## src/rtl/maxpool_pkg.sv

```systemverilog
`default_nettype none
// ============================================================================
// Module   : maxpool_pkg
// Brief    : Shared lane-count, count type and packer state encoding.
// Revision : 1.0
// ============================================================================
package maxpool_pkg;

   localparam int UNITS_DEF  = 2;
   localparam int GROUPS_DEF = 2;
   localparam int N          = GROUPS_DEF * UNITS_DEF * 2;
   localparam int CNT_W      = $clog2(N + 1);

   typedef logic [CNT_W-1:0] cnt_t;

   typedef enum logic [0:0] {
      ACCUM = 1'b0,
      FLUSH = 1'b1
   } state_t;

endpackage
`default_nettype wire

```

## src/rtl/maxpool_keep_compactor.sv

```systemverilog
`default_nettype none
// ============================================================================
// Module   : maxpool_keep_compactor
// Brief    : Combinational compaction of kept lanes to the low end + popcount.
// Revision : 1.0
// ============================================================================
module maxpool_keep_compactor
   import maxpool_pkg::*;
#(
   parameter int LANES      = 8,
   parameter int WORD_WIDTH = 8,
   parameter int CW         = $clog2(LANES + 1)
)(
   input  logic [LANES*WORD_WIDTH-1:0] i_data,
   input  logic [LANES-1:0]            i_keep,
   output logic [LANES*WORD_WIDTH-1:0] o_data,
   output logic [CW-1:0]               o_count
);

   int w_pos;

   // Running prefix count selects the destination slot of each kept lane.
   always_comb begin
      o_data = '0;
      w_pos  = 0;
      for (int i = 0; i < LANES; i++) begin
         if (i_keep[i]) begin
            o_data[w_pos*WORD_WIDTH +: WORD_WIDTH] = i_data[i*WORD_WIDTH +: WORD_WIDTH];
            w_pos = w_pos + 1;
         end
      end
      o_count = CW'(w_pos);
   end

endmodule
`default_nettype wire

```

## src/rtl/maxpool_output_packer.sv

```systemverilog
`default_nettype none
// ============================================================================
// Module   : maxpool_output_packer
// Brief    : Packs sparse maxpool lanes into dense full-width beats for DMA.
//            MAXPOOL_PACKER_WCOUNT_EN adds the m_packet_words word counter.
// Revision : 1.0
// ============================================================================
module maxpool_output_packer
   import maxpool_pkg::*;
#(
   parameter int UNITS      = 2,
   parameter int GROUPS     = 2,
   parameter int WORD_WIDTH = 8
)(
   input  logic                                   clk,
   input  logic                                   resetn,
   input  logic                                   clken,
   input  logic                                   s_valid,
   output logic                                   s_ready,
   input  logic [GROUPS*UNITS*2*WORD_WIDTH-1:0]   s_data_flat,
   input  logic [GROUPS*UNITS*2-1:0]              s_keep_flat,
   input  logic                                   s_last,
   output logic                                   m_valid,
   input  logic                                   m_ready,
   output logic [GROUPS*UNITS*2*WORD_WIDTH-1:0]   m_data_flat,
   output logic [GROUPS*UNITS*2-1:0]              m_keep_flat,
`ifdef MAXPOOL_PACKER_WCOUNT_EN
   output logic [31:0]                            m_packet_words,
`endif
   output logic                                   m_last
);

   localparam int LANES = GROUPS * UNITS * 2;
   localparam int DW    = LANES * WORD_WIDTH;
   localparam int CW    = $clog2(LANES + 1);
   localparam int SW    = $clog2(2 * LANES + 1);

   state_t           r_state, w_nxt_state;
   logic [CW-1:0]    r_cnt, w_nxt_cnt;
   logic [DW-1:0]    r_acc, w_nxt_acc;
   logic             r_m_valid, w_nxt_valid;
   logic             r_m_last, w_nxt_last;
   logic [DW-1:0]    r_m_data, w_nxt_data;
   logic [LANES-1:0] r_m_keep, w_nxt_keep;

   logic [DW-1:0]    w_cdata;
   logic [CW-1:0]    w_pc;
   logic [SW-1:0]    w_sum;
   logic [2*DW-1:0]  w_comb;
   logic             w_s_ready, w_accept, w_out_hs;

   maxpool_keep_compactor #(
      .LANES      (LANES),
      .WORD_WIDTH (WORD_WIDTH),
      .CW         (CW)
   ) u_compactor (
      .i_data  (s_data_flat),
      .i_keep  (s_keep_flat),
      .o_data  (w_cdata),
      .o_count (w_pc)
   );

   function automatic logic [LANES-1:0] keep_mask(input logic [CW-1:0] k);
      logic [LANES:0] t;
      t = ((LANES+1)'(1) << k) - 1'b1;
      return t[LANES-1:0];
   endfunction

   // Accumulator is kept zero above r_cnt, so OR-ing in the shifted words is exact.
   assign w_sum     = SW'(r_cnt) + SW'(w_pc);
   assign w_comb    = {{DW{1'b0}}, r_acc} | ({{DW{1'b0}}, w_cdata} << (r_cnt * WORD_WIDTH));
   assign w_s_ready = (r_state == ACCUM) && (!r_m_valid || m_ready);
   assign w_accept  = s_valid && w_s_ready;
   assign w_out_hs  = r_m_valid && m_ready;

   always_comb begin
      w_nxt_state = r_state;
      w_nxt_cnt   = r_cnt;
      w_nxt_acc   = r_acc;
      w_nxt_valid = r_m_valid && !w_out_hs;
      w_nxt_data  = r_m_data;
      w_nxt_keep  = r_m_keep;
      w_nxt_last  = r_m_last;
      case (r_state)
         ACCUM: begin
            if (w_accept) begin
               if (w_sum >= SW'(LANES)) begin
                  w_nxt_valid = 1'b1;
                  w_nxt_data  = w_comb[DW-1:0];
                  w_nxt_keep  = '1;
                  w_nxt_last  = s_last && (w_sum == SW'(LANES));
                  w_nxt_acc   = w_comb[2*DW-1:DW];
                  w_nxt_cnt   = CW'(w_sum - SW'(LANES));
                  if (s_last && (w_sum > SW'(LANES)))
                     w_nxt_state = FLUSH;
               end else if (s_last) begin
                  w_nxt_valid = 1'b1;
                  w_nxt_data  = w_comb[DW-1:0];
                  w_nxt_keep  = keep_mask(CW'(w_sum));
                  w_nxt_last  = 1'b1;
                  w_nxt_acc   = '0;
                  w_nxt_cnt   = '0;
               end else begin
                  w_nxt_acc   = w_comb[DW-1:0];
                  w_nxt_cnt   = CW'(w_sum);
               end
            end
         end
         FLUSH: begin
            if (w_out_hs) begin
               w_nxt_valid = 1'b1;
               w_nxt_data  = r_acc;
               w_nxt_keep  = keep_mask(r_cnt);
               w_nxt_last  = 1'b1;
               w_nxt_acc   = '0;
               w_nxt_cnt   = '0;
               w_nxt_state = ACCUM;
            end
         end
         default: w_nxt_state = ACCUM;
      endcase
   end

   always_ff @(posedge clk or negedge resetn) begin
      if (!resetn) begin
         r_state   <= ACCUM;
         r_cnt     <= '0;
         r_acc     <= '0;
         r_m_valid <= 1'b0;
         r_m_data  <= '0;
         r_m_keep  <= '0;
         r_m_last  <= 1'b0;
      end else if (clken) begin
         r_state   <= w_nxt_state;
         r_cnt     <= w_nxt_cnt;
         r_acc     <= w_nxt_acc;
         r_m_valid <= w_nxt_valid;
         r_m_data  <= w_nxt_data;
         r_m_keep  <= w_nxt_keep;
         r_m_last  <= w_nxt_last;
      end
   end

`ifdef MAXPOOL_PACKER_WCOUNT_EN
   logic [31:0] r_run, r_pend, r_words;
   logic [32:0] w_run_sum;
   logic [31:0] w_run_sat;

   assign w_run_sum = {1'b0, r_run} + 33'(w_pc);
   assign w_run_sat = w_run_sum[32] ? 32'hFFFF_FFFF : w_run_sum[31:0];

   // r_pend holds the finished packet's total until its m_last beat leaves.
   always_ff @(posedge clk or negedge resetn) begin
      if (!resetn) begin
         r_run   <= '0;
         r_pend  <= '0;
         r_words <= '0;
      end else if (clken) begin
         if (w_accept) begin
            if (s_last) begin
               r_pend <= w_run_sat;
               r_run  <= '0;
            end else begin
               r_run  <= w_run_sat;
            end
         end
         if (w_out_hs && r_m_last)
            r_words <= r_pend;
      end
   end

   assign m_packet_words = r_words;
`endif

   assign s_ready     = w_s_ready;
   assign m_valid     = r_m_valid;
   assign m_data_flat = r_m_data;
   assign m_keep_flat = r_m_keep;
   assign m_last      = r_m_last;

endmodule
`default_nettype wire

```

## config.mk

```make
export PLATFORM = sky130hd
export DESIGN_NAME = maxpool_output_packer
export DESIGN_NICKNAME = d
export VERILOG_FILES = /design/src/rtl/maxpool_pkg.sv /design/src/rtl/maxpool_keep_compactor.sv /design/src/rtl/maxpool_output_packer.sv
export SDC_FILE = /design/constraint.sdc
export NUM_CORES = 1
export LEC_CHECK = 0
export BUFFER_PORTS_ARGS = -buffer_cell sky130_fd_sc_hd__buf_4
export CAP_MARGIN = 5
export CORE_ASPECT_RATIO = 1.1
export CORE_MARGIN = 2
export CORE_UTILIZATION = 30
export DETAILED_ROUTE_END_ITERATION = 8
export GPL_TIMING_DRIVEN = 0
export MAX_ROUTING_LAYER = met4
export PLACE_DENSITY = 0.51
export SLEW_MARGIN = 20
export SYNTH_ARGS = -nofsm -noshare
export SYNTH_HDL_FRONTEND = slang
export SYNTH_SLANG_ARGS = --single-unit
```

## constraint.sdc

```tcl
create_clock -name clk -period 4.04 [get_ports clk]
set_input_delay 1.212 -clock clk [delete_from_list [all_inputs] [get_ports clk]]
set_output_delay 1.212 -clock clk [all_outputs]
set_load 0.01 [all_outputs]
```

==> impl_metrics.py <==
metrics = {
    "die": {
        "die_height_um": 242,
        "dieArea_um2": 53300,
        "die_width_um": 220,
        "core_area_um2": 51100,
        "start_util_pct": 30.3,
        "design.portCount": 153,
        "fp-row-count": 87,
    },
    "route": {
        "maxUsedRoutingLayer": "met4",
        "route.met2.wl_um": 49800,
        "wl_um": 104000,
        "drt_iter0_drc": 2019,
        "via_count": 19400,
        "routed-wl-met3_um": 6040,
        "ant_nets": 0,
        "per_cell_via_count_in_the_routed_design": 6.36,
        "wl_per_cell_um": 34.0,
        "remaining_drc_errors": 0,
        "routedLengthMet1_um": 37700,
        "drtPass1Iterations": 6,
    },
    "clocking": {
        "cts.sinks": 143,
        "htreeDepth": 4,
        "clk_pin_slew_ns": 0.07,
        "cts_tree": "yes",
        "clkLatencyLatePin_ns": 0.46,
        "cts_max_path_buffers": 2,
        "cts_buffers": 17,
        "clock_tree.root_cell": "sky130_fd_sc_hd__clkbuf_16",
    },
    "setup_path": {
        "timing.critical_path.to_type": "flop",
        "path_class": "in -> reg",
        "worst-endpoint-arrival_ns": 7.83,
        "worst-path-max-fanout": 6,
        "timing.critical_path.max_delay_family": "simple AND/OR/NAND/NOR gates",
        "timing.critical_path.slowest_cell_delay_ns": 0.66,
        "critical_path.most_common_cell": "sky130_fd_sc_hd__ha_4",
        "setup.worst_path.start_class": "primary input",
        "path_buf_inv": 7,
        "timing.critical_path.required_ns": 4.38,
        "slowest_cell_on_crit_path": "sky130_fd_sc_hd__fa_2",
    },
    "yosys": {
        "synth_edf_count": 0,
        "synth_area_um2": 15400,
        "post_synth_inst_count": 2046,
        "yosysUniqueCellTypes": 98,
        "post-synth-top-area-fraction_pct": 23.2,
        "ys_dominant_reg_cell": "sky130_fd_sc_hd__dfrtp_1",
        "top_cells_by_area_in_the_synthesized_netlist": "sky130_fd_sc_hd__dfrtp_1 (23%), sky130_fd_sc_hd__mux2i_1 (9.1%), sky130_fd_sc_hd__nand2_1 (6.6%), sky130_fd_sc_hd__o21ai_0 (5.9%), sky130_fd_sc_hd__a21oi_1 (5.7%)",
        "synth.yosys.seq_area_share_pct": 23.2,
        "async_reset_ff_share_pct": 100,
        "synth.avg_cell_area_um2": 7.55,
        "flops_latches_synth": 143,
        "ys_warn_count": 0,
        "synth_largest_area_cell": "sky130_fd_sc_hd__dfrtp_1",
    },
    "grt": {
        "global_route_wire_length_before_repair_um": 145000,
        "grt.overflow.total": 0,
        "antenna_found_initial": 4,
        "grt_usage_pct": 39.6,
        "vias_in_the_first_global_route": 19100,
        "largest_net_degree_at_the_start_of_global_routing": 77,
    },
    "placed_design": {
        "hpwlAfterDp_um": 79300,
        "gpl.final_weighted_congestion": 1.02,
        "place.detailed.instances": 2854,
        "buffer_ports.inserted": 138,
    },
    "finish": {
        "mostFrequentLayoutCell": "sky130_fd_sc_hd__buf_4",
        "final.fill_count": 5014,
        "stdcell_count": 3056,
        "syn2layout_area_growth_pct": 52.7,
        "most-common-layout-cells": "sky130_fd_sc_hd__buf_4 (250), sky130_fd_sc_hd__nand2_1 (217), sky130_fd_sc_hd__dfrtp_1 (143), sky130_fd_sc_hd__a21oi_1 (133), sky130_fd_sc_hd__nor2_1 (123)",
        "final_layout_size_suffix_gt1_share_pct": 37.6,
        "net_count_final": 2477,
        "register_area_um2": 3580,
        "multiInputGateArea_um2": 14300,
    },
    "pwr": {
        "irDropWorstVdd_uv": 494,
        "power.density_cell_area_nw_per_um2": 819,
        "power_mw": 19.3,
        "static-leakage-power_nw": 9.15,
    },
    "sta": {
        "setup_viol": 143,
        "timing_hold_violations_final": 0,
        "worst_slew_pin_slew_ns": 1.30,
        "timing.fmax_mhz": 134,
        "min_tclk_post_route_ns": 7.48,
        "report.final.slew_viol_count": 0,
        "postLayoutSetupSlackWorst_ns": -3.44,
        "grt_setup_unrepaired": "yes",
        "max_slew_margin_pct": 12.9,
        "fin_crit_sh_pct": 185,
        "clock_skew_ns": 0.0104,
    },
    "run": {
        "cap_viol_max_count": 0,
    },
    "run_status": {
        "failing_checks": "setup timing",
        "status": "complete, but fails checks",
    },
    "min_path": {
        "worst_hold_path_type": "reg -> reg",
    },
}
-- cell type report --
| class | instances | area share (%) |
|---|---|---|
| antenna | 4 | 0.0424 |
| buffer | 150 | 4.98 |
| clock buffer | 18 | 1.82 |
| clock inverter | 14 | 0.668 |
| inverter | 43 | 0.727 |
| multi-input combinational | 1703 | 60.8 |
| sequential | 143 | 15.2 |
| tap | 667 | 3.54 |
| timing repair buffer | 314 | 12.3 |
-- final timing paths --
check | start | end | slack, ns | depth (start not counted)
worst max-delay path | s_keep_flat[0] | m_data_flat[36] | -3.44 | 36
worst max register to register | r_cnt[1] | r_acc[42] | -1.10 | 15
max in group asynchronous | resetn | r_acc[4] | 2.47 | 2
worst min-delay path | m_data_flat[18] | m_data_flat[18] | 0.47 | 2
min in group asynchronous | resetn | m_data_flat[19] | 0.74 | 1
worst min register to register | m_data_flat[18] | m_data_flat[18] | 0.47 | 2
-- kinds of logic after synthesis --
kind of cell | Yosys count | share of synthesized area [%]
DFF | 143 | 23.2
xor gates and xnor gates | 30 | 2.49
muxes | 191 | 13.1
AOI/OAI and AO/OA | 738 | 31.7
adders and majority gates | 27 | 2.28
and+or+nand+nor | 715 | 22.1
other | 1 | 0.0243
buffers and inverters | 201 | 5.13
-- repair_timing --
action	in CTS	in global routing
hold buffers	0	0
cloned	12	0
gates resized for setup	471	196
pin swaps	129	101
setup buffers	125	41
endpoints found under the setup margin	143	143
-- Yosys cell counts (25+ instances only) --
cell type and n:
sky130_fd_sc_hd__a211oi_1 46, sky130_fd_sc_hd__o21ai_0 181, sky130_fd_sc_hd__nand2_1 272, sky130_fd_sc_hd__inv_1 39, sky130_fd_sc_hd__a22o_1 27, sky130_fd_sc_hd__nand3_1 63
sky130_fd_sc_hd__ha_1 25, sky130_fd_sc_hd__dfrtp_1 143, sky130_fd_sc_hd__mux2i_1 140, sky130_fd_sc_hd__clkbuf_1 127, sky130_fd_sc_hd__a22oi_1 49, sky130_fd_sc_hd__a31oi_1 27
sky130_fd_sc_hd__a21oi_1 177, sky130_fd_sc_hd__nor2_1 152, sky130_fd_sc_hd__mux2_2 46, sky130_fd_sc_hd__a221oi_1 27, sky130_fd_sc_hd__nor3_1 56
-- sequential cells by signal, summed over array words and instances (netlist names) --
name and cells:
r_acc 64, r_cnt 4, m_valid 1, m_last 1, m_data_flat 64, m_keep_flat 8
r_state 1
-- routing by layer --
layer	up-vias	global-route usage, %
met4	0	30.9
met5	-	-
met2	1020	64.3
li1	8411	-
met3	370	5.07
met1	9643	43.5
-- worst min-delay path, cell delays in order (launching register included) --
cell and delay, ns:
sky130_fd_sc_hd__dfrtp_1 0.34, sky130_fd_sc_hd__nand2_1 0.05, sky130_fd_sc_hd__nand2_1 0.05
-- stage by stage --
stage               setup TNS (ns)  utilization (%)  instance area (um^2)  hold slack (ns)  setup WS, ns
CTS                        -476.19             43.9                 22400            0.478         -3.54
floorplan                  -432.03                -                 16300            0.448         -3.32
finish                     -454.98             46.2                 23600            0.472         -3.44
detailed placement         -738.29             35.8                 18300            0.461         -5.75
global route               -479.41             46.2                 23600            0.502         -3.59
global placement           -727.85             35.7                 18200            0.458         -5.66
-- power breakdown --
group	switching, mW	internal, mW
clock	0.758	0.920
sequential	0.450	2.00
combinational	9.49	5.71
Note: power is estimated with default switching activity, not from simulation.
